[config.mk]
export PLATFORM = sky130hd
export DESIGN_NAME = fir_serial_sequencer
export DESIGN_NICKNAME = d
export VERILOG_FILES = /design/src/rtl/fir_seq_pkg.sv /design/src/rtl/fir_serial_mac.sv /design/src/rtl/fir_serial_sequencer.sv
export SDC_FILE = /design/constraint.sdc
export NUM_CORES = 2
export LEC_CHECK = 0
export CORE_MARGIN = 2
export CORE_UTILIZATION = 35
export DETAILED_ROUTE_END_ITERATION = 8
export GPL_ROUTABILITY_DRIVEN = 0
export HOLD_SLACK_MARGIN = 0.12
export PLACE_DENSITY = 0.54
export SYNTH_ARGS = -nofsm -noshare
export SYNTH_HDL_FRONTEND = slang
export SYNTH_HIERARCHICAL = 1
export SYNTH_SLANG_ARGS = --single-unit
export TNS_END_PERCENT = 1
[constraint.sdc]
create_clock -name i_clk -period 19.3 [get_ports i_clk]
set_input_delay 5.79 -clock i_clk [delete_from_list [all_inputs] [get_ports i_clk]]
set_output_delay 5.79 -clock i_clk [all_outputs]
set_load 0.01 [all_outputs]
[src/rtl/fir_seq_pkg.sv]
// Shared types and elaboration helpers for the serial FIR sequencer.
// Default coefficient set is a symmetric 40-tap low-pass kernel.
package fir_seq_pkg;

  typedef enum logic [1:0] {IDLE, MAC, DRAIN, OUT} fir_seq_state_t;

  localparam int DEF_NUM_TAPS    = 40;
  localparam int DEF_COEFF_WIDTH = 16;

  typedef logic [$clog2(DEF_NUM_TAPS)-1:0] fir_tap_idx_t;

  localparam logic signed [DEF_COEFF_WIDTH-1:0] DEF_COEFFS [0:DEF_NUM_TAPS-1] = '{
    -16'sd283,  -16'sd858,  -16'sd1082, -16'sd421,  16'sd643,
     16'sd708,  -16'sd430,  -16'sd1101,  16'sd43,   16'sd1473,
     16'sd665,  -16'sd1682, -16'sd1741,  16'sd1510, 16'sd3302,
    -16'sd609,  -16'sd5762, -16'sd2213,  16'sd12277, 16'sd26313,
     16'sd26313, 16'sd12277, -16'sd2213, -16'sd5762, -16'sd609,
     16'sd3302,  16'sd1510, -16'sd1741, -16'sd1682,  16'sd665,
     16'sd1473,  16'sd43,   -16'sd1101, -16'sd430,   16'sd708,
     16'sd643,  -16'sd421,  -16'sd1082, -16'sd858,  -16'sd283
  };

  // Accumulator width that can never overflow for the given coefficient magnitude sum.
  function automatic int calcOutWidthFull(input longint sumAbs, input int inWidth);
    return $clog2(sumAbs) + inWidth;
  endfunction

endpackage

[src/rtl/fir_serial_mac.sv]
// Shared signed multiplier with optional output register, feeding a load/accumulate register.
module fir_mac_unit
  import fir_seq_pkg::*;
#(
  parameter int INPUT_WIDTH  = 16,
  parameter int COEFF_WIDTH  = 16,
  parameter int ACC_WIDTH    = 33,
  parameter int PIPELINE_MUL = 1
) (
  input  logic                          i_clk,
  input  logic                          i_rst,
  input  logic                          i_en,
  input  logic                          i_first,
  input  logic signed [INPUT_WIDTH-1:0] i_sample,
  input  logic signed [COEFF_WIDTH-1:0] i_coeff,
  output logic signed [ACC_WIDTH-1:0]   o_acc
);

  localparam int PROD_W = INPUT_WIDTH + COEFF_WIDTH;

  logic signed [PROD_W-1:0]    w_prod;
  logic signed [PROD_W-1:0]    w_accProd;
  logic signed [ACC_WIDTH-1:0] w_accIn;
  logic                        w_accEn;
  logic                        w_accFirst;
  logic signed [ACC_WIDTH-1:0] r_acc;

  assign w_prod  = PROD_W'(i_sample) * PROD_W'(i_coeff);
  assign w_accIn = ACC_WIDTH'(w_accProd);

  if (PIPELINE_MUL != 0) begin : gPipe
    logic signed [PROD_W-1:0] r_mul;
    logic                     r_en;
    logic                     r_first;

    // Enable/first flags travel with the product so the accumulator sees them aligned.
    always_ff @(posedge i_clk or negedge i_rst) begin
      if (!i_rst) begin
        r_mul   <= '0;
        r_en    <= 1'b0;
        r_first <= 1'b0;
      end else begin
        r_mul   <= w_prod;
        r_en    <= i_en;
        r_first <= i_first;
      end
    end

    assign w_accProd  = r_mul;
    assign w_accEn    = r_en;
    assign w_accFirst = r_first;
  end else begin : gComb
    assign w_accProd  = w_prod;
    assign w_accEn    = i_en;
    assign w_accFirst = i_first;
  end

  // First product of a sequence loads the accumulator, so no clear cycle is needed.
  always_ff @(posedge i_clk or negedge i_rst) begin
    if (!i_rst) begin
      r_acc <= '0;
    end else if (w_accEn) begin
      r_acc <= w_accFirst ? w_accIn : r_acc + w_accIn;
    end
  end

  assign o_acc = r_acc;

endmodule

[src/rtl/fir_serial_sequencer.sv]
// Serial FIR: one shared MAC walks every tap for each accepted sample.
// The circular delay line keeps full history between samples; only reset clears it.
module fir_serial_sequencer
  import fir_seq_pkg::*;
#(
  parameter int INPUT_WIDTH  = 16,
  parameter int COEFF_WIDTH  = DEF_COEFF_WIDTH,
  parameter int NUM_TAPS     = DEF_NUM_TAPS,
  parameter logic signed [COEFF_WIDTH-1:0] COEFFS [0:NUM_TAPS-1] = DEF_COEFFS,
  parameter int OUTPUT_WIDTH_FULL = 33,
  parameter int OUTPUT_WIDTH      = 33,
  parameter int PIPELINE_MUL      = 1
) (
  input  logic                           i_clk,
  input  logic                           i_rst,
  input  logic                           i_valid_in,
  input  logic signed [INPUT_WIDTH-1:0]  i_din,
  output logic                           o_ready_in,
  output logic                           o_valid_out,
  output logic signed [OUTPUT_WIDTH-1:0] o_dout,
  output logic                           o_busy
);

  localparam int TAP_W = $clog2(NUM_TAPS);

  typedef logic [TAP_W-1:0] tap_idx_t;

  localparam tap_idx_t       LAST_K = tap_idx_t'(NUM_TAPS - 1);
  localparam logic [TAP_W:0] NT_EXT = (TAP_W + 1)'(NUM_TAPS);

  function automatic longint sumAbsCoeffs();
    longint s = 0;
    for (int i = 0; i < NUM_TAPS; i++) begin
      s += (COEFFS[i] < 0) ? -longint'(COEFFS[i]) : longint'(COEFFS[i]);
    end
    return s;
  endfunction

  if (NUM_TAPS < 2) begin : gBadTaps
    $error("fir_serial_sequencer: NUM_TAPS must be at least 2");
  end
  if (OUTPUT_WIDTH_FULL != calcOutWidthFull(sumAbsCoeffs(), INPUT_WIDTH)) begin : gBadFull
    $error("fir_serial_sequencer: OUTPUT_WIDTH_FULL does not match coefficient magnitude");
  end
  if (OUTPUT_WIDTH > OUTPUT_WIDTH_FULL) begin : gBadOut
    $error("fir_serial_sequencer: OUTPUT_WIDTH exceeds OUTPUT_WIDTH_FULL");
  end

  fir_seq_state_t                 r_state;
  tap_idx_t                       r_wrPtr;
  tap_idx_t                       r_newest;
  tap_idx_t                       r_k;
  tap_idx_t                       w_idx;
  logic signed [INPUT_WIDTH-1:0]  r_buf [0:NUM_TAPS-1];
  logic signed [OUTPUT_WIDTH_FULL-1:0] w_acc;
  logic signed [OUTPUT_WIDTH-1:0] r_dout;
  logic                           r_valid;
  logic                           w_macEn;
  logic                           w_macFirst;

  // Tap k reads the sample k positions older than the newest, wrapping below zero.
  always_comb begin
    w_idx = r_newest - r_k;
    if (r_k > r_newest) begin
      w_idx = tap_idx_t'({1'b0, r_newest} + NT_EXT - {1'b0, r_k});
    end
  end

  assign w_macEn    = (r_state == MAC);
  assign w_macFirst = (r_k == '0);

  fir_mac_unit #(
    .INPUT_WIDTH (INPUT_WIDTH),
    .COEFF_WIDTH (COEFF_WIDTH),
    .ACC_WIDTH   (OUTPUT_WIDTH_FULL),
    .PIPELINE_MUL(PIPELINE_MUL)
  ) u_mac (
    .i_clk   (i_clk),
    .i_rst   (i_rst),
    .i_en    (w_macEn),
    .i_first (w_macFirst),
    .i_sample(r_buf[w_idx]),
    .i_coeff (COEFFS[r_k]),
    .o_acc   (w_acc)
  );

  always_ff @(posedge i_clk or negedge i_rst) begin
    if (!i_rst) begin
      r_state  <= IDLE;
      r_wrPtr  <= '0;
      r_newest <= '0;
      r_k      <= '0;
      r_dout   <= '0;
      r_valid  <= 1'b0;
      for (int i = 0; i < NUM_TAPS; i++) begin
        r_buf[i] <= '0;
      end
    end else begin
      r_valid <= 1'b0;
      case (r_state)
        IDLE: begin
          if (i_valid_in) begin
            r_buf[r_wrPtr] <= i_din;
            r_newest       <= r_wrPtr;
            r_wrPtr        <= (r_wrPtr == LAST_K) ? '0 : r_wrPtr + 1'b1;
            r_k            <= '0;
            r_state        <= MAC;
          end
        end
        MAC: begin
          if (r_k == LAST_K) begin
            r_k <= '0;
            if (PIPELINE_MUL != 0) begin
              r_state <= DRAIN;
            end else begin
              r_state <= OUT;
            end
          end else begin
            r_k <= r_k + 1'b1;
          end
        end
        DRAIN: begin
          r_state <= OUT;
        end
        OUT: begin
          r_dout  <= w_acc[OUTPUT_WIDTH_FULL-1 -: OUTPUT_WIDTH];
          r_valid <= 1'b1;
          r_state <= IDLE;
        end
        default: begin
          r_state <= IDLE;
        end
      endcase
    end
  end

  assign o_ready_in  = (r_state == IDLE) && i_rst;
  assign o_busy      = (r_state != IDLE);
  assign o_valid_out = r_valid;
  assign o_dout      = r_dout;

endmodule

==> results.md <==
- The total CTS buffers is 87.
- Excluding fillers, the count of instances in the completed layout stands at 5,629.
- The maximum net fanout on the critical path is 104.
- In the final layout, the multi-input gates occupy 0.0255 mm2.
- In the final layout, the share of cells above drive strength 1 is 0.293.
- The run finished with clean final reports.
- At the end of the flow, the number of nets in the layout was 4,216.
- With fillers left out, the area of the finished cells amounts to 0.0522 mm2.
- The distinct cell type count after synthesis is 92.
- The mean post-synth cell area is 12.3 um2.
- The synthesized design contains 761 register bits.
- For the worst setup path, the data required time is 13.51 ns.
- The floorplan die area is 0.137 mm2.
- The clock slew at the register clock pins of the worst setup and hold paths is 0.06 ns.
- The maximum clock insertion buffer count is 3.
- For the pin with the worst max-slew slack, the measured transition is 1.18 ns.
- From synthesis to final layout, the design area changed by 11.4%.
- The deepest level of the CTS H-tree is 3.
- Dividing the detail-routed wire length by the instance count gives 20.5 um.
- Of the synthesized area, sequential elements account for 0.406.
- STA classifies the critical path endpoint as an output port.
- The detailed-routing wirelength on met1 is 54.6 mm.
- The reported max-cap violation count is 0.
- The tightest min-delay check is of the register to register type.
- STA classifies the critical path startpoint as an input port.
- The first global-routing pass estimated 184 mm of wire.
- The net count after synthesis is 4,239.
- The horizontal die dimension is 370 um.
- The number of port buffers is 54.
- The highest routing layer actually used is met4.
- Across the routed clock network, the largest skew measured is 0.0306 ns.
- The number of setup violations in the final report is 0.
- Setup repair after global routing left no endpoint under its margin.
- The final clock period utilization by the worst path is 0.669.
- The initial antenna violation count is 2.
- The number of hold buffers added after CTS is 0.
- The height of the die is 370 um.
- The region available for standard cell placement spans 0.133 mm2.
- In the routed layout, each cell is associated on average with a via count of 5.18.
- For this block, the initial DRC count from the detailed router was 1,699.
- For this configuration, the core starts out at a cell density of 0.352.
- After clock tree synthesis, the repair step resized 0 gates.
- The first detailed-routing pass took 7 iterations.
- The clock tree from TritonCTS is built.
- The most used flip-flop cell after synthesis is dfrtp_1.
- The buffer type at the clock tree root is clkbuf_16.
- The site row count is 134.
- The met2 layer wire length in the routed design is 54.3 mm.
- For this block, the via count after detailed routing is 29,100.
- The detailed-routed wire length on met3 is 3.94 mm.
- In this run the count of I/O pins placed on the die edge is 55.
- During synthesis, Yosys emitted a total of 6 warnings.
- Counting flops with an async set or reset pin after synthesis yields a share of 1.00.
- After global routing the overflow that remains totals 0.
- The pin count of the biggest net entering global routing is 138.
- For the worst-skew pair, the clock arrives at the later sink with an insertion delay of 0.69 ns.
- The cell count after synthesis came out at 3,810.
- Once placement completed, the tool counted placed cells totaling 5,466.
- The number of setup buffers added after CTS is 0.
- The final count of hold timing violations came to 0.
- The mapped netlist covers 0.0469 mm2.
- The final max-slew violation count is 0.
- The number of DRC violations after detailed routing is 0.
- The number of synthesized flops with an enable pin is 0.
- The sequential cells in the finished layout cover a total of 0.0190 mm2.
- The instance area at placement is 0.0493 mm2.
- The total wirelength of the detailed-routed design is 115 mm.
- The detail route stage leaves a number of antenna-violating nets equal to 0.
- The clock net in this run drives a total of 761 sinks.
- The placed wire-length estimate is 74.3 mm.
- The worst endpoint data arrival time is 7.12 ns.
- The total track usage is 0.172.
- The worst pin sits at a relative slew slack of 0.217.
- By startpoint and endpoint, the worst setup path is classified as input port to output port.
- The total negative setup slack is 0 ns.
- The number of global-route vias before repair was 30,800.
- For the finished layout, the period the worst path requires is 12.91 ns.
- The maximum achievable frequency is 0.0774 GHz.
- Fill cells in the final layout number 12,800.
==> registers in the layout (all words and copies together), names as in the netlist <==
signal and count:
r_state 2, o_dout 33, r_newest 6, u_mac/o_acc 33
r_buf 640, u_mac/gPipe.r_first 1, r_k 6, u_mac/gPipe.r_en 1
u_mac/gPipe.r_mul 32, r_wrPtr 6, o_valid_out 1
==> Yosys cell counts (all sizes together) (11+ instances only) <==
library cell	number	area, um2
inv	350	1310
mux2i	15	150
nand3	25	130
fa	268	5370
clkbuf	179	693
o21ai	73	384
nor2b	13	81.3
nand4	19	119
nor2	126	488
a31oi	22	138
xnor2	46	403
nor3	15	85.1
dfrtp	761	19000
nand2b	15	96.3
and2	138	866
a21oi	180	908
o21a	11	82.6
nand2	267	1000
mux4	161	3630
a22o	32	280
a211oi	16	135
buf	73	412
o221ai	16	184
a21o	20	150
mux2	699	7870
ha	142	1780
xor2	24	210
==> layer usage <==
layer,GRT usage,up-vias
li1,-,13100
met1,0.241,15400
met2,0.282,470
met3,0.0248,154
met4,0.0413,0
met5,0,-
==> path summary, 6_finish.rpt <==
kind / from / to / slack, ns / cells past startpoint
max: i_rst / o_ready_in / 6.39 / 3
min: r_buf[457]$_DFFE_PN0P_ / r_buf[457]$_DFFE_PN0P_ / 0.48 / 1
max reg2reg: r_k[0]$_DFFE_PN0P_ / u_mac/gPipe.r_mul[31]$_DFF_PN0_ / 7.91 / 31
min reg2reg: r_buf[457]$_DFFE_PN0P_ / r_buf[457]$_DFFE_PN0P_ / 0.48 / 1
max in group asynchronous: i_rst / r_buf[365]$_DFFE_PN0P_ / 11.55 / 3
min in group asynchronous: i_rst / u_mac/gPipe.r_mul[13]$_DFF_PN0_ / 5.14 / 1
==> metrics by stage <==
step	util	setup slack (ns)	hold WS, ns
after floorplan	-	7.56	0.447
after detailed placement	0.370	6.29	0.469
after global placement	0.370	6.27	0.463
final	0.392	6.39	0.481
after global routing	0.392	6.20	0.496
after CTS	0.392	6.29	0.482
==> cell families after synthesis <==
kind of cell | Yosys count | synth area share
multiplexers | 875 | 0.248
buffers and inverters | 603 | 0.0517
AND/OR/NAND/NOR | 649 | 0.0661
AO/OA/AOI/OAI | 442 | 0.0623
adder cells (fa/ha/maj) | 410 | 0.152
XOR/XNOR | 70 | 0.0131
flip-flops | 761 | 0.406
==> final cells by class <==
type | count | share of cell area
diodes | 3 | 0.000144
clock inverters | 30 | 0.00750
clock buffers | 130 | 0.0494
well taps | 1768 | 0.0423
flip-flops and latches | 761 | 0.365
inverters | 351 | 0.0252
repair buffers | 140 | 0.0230
multi-input cells | 2446 | 0.488
==> cells in the final DEF, fill, tap and decap left out, drive strengths merged, types with 5 or more instances in the layout <==
cell type      synthesis  final
or2                    5      5
clkinv                 1     22
a21oi                180    180
xor2                  24     24
o21ai                 73     73
clkbuf               179    130
o221ai                16     16
nor3                  15     15
and3                   7      7
o211ai                 5      5
inv                  350    353
a22o                  32     32
mux2                 699    699
a21o                  20     20
o21bai                 6      6
clkdlybuf4s50          0     53
mux4                 161    161
mux2i                 15     15
o31ai                  6      6
nor2b                 13     13
nand2                267    267
dfrtp                761    761
fa                   268    268
o21a                  11     11
buf                   73     87
a211oi                16     16
nand4                 19     19
bufinv                 0      5
nor2                 126    126
ha                   142    142
nand3                 25     25
a31oi                 22     22
and2                 138    138
xnor2                 46     46
nand2b                15     15
==> critical path, cell delays in order <==
cell and delay, ns:
buf_8 0.51, and2_1 0.23, clkdlybuf4s50_1 0.53
Power is left out: the tool's default activity adds up to more than one toggle a clock period on the data nets, which glitch-free logic cannot reach.
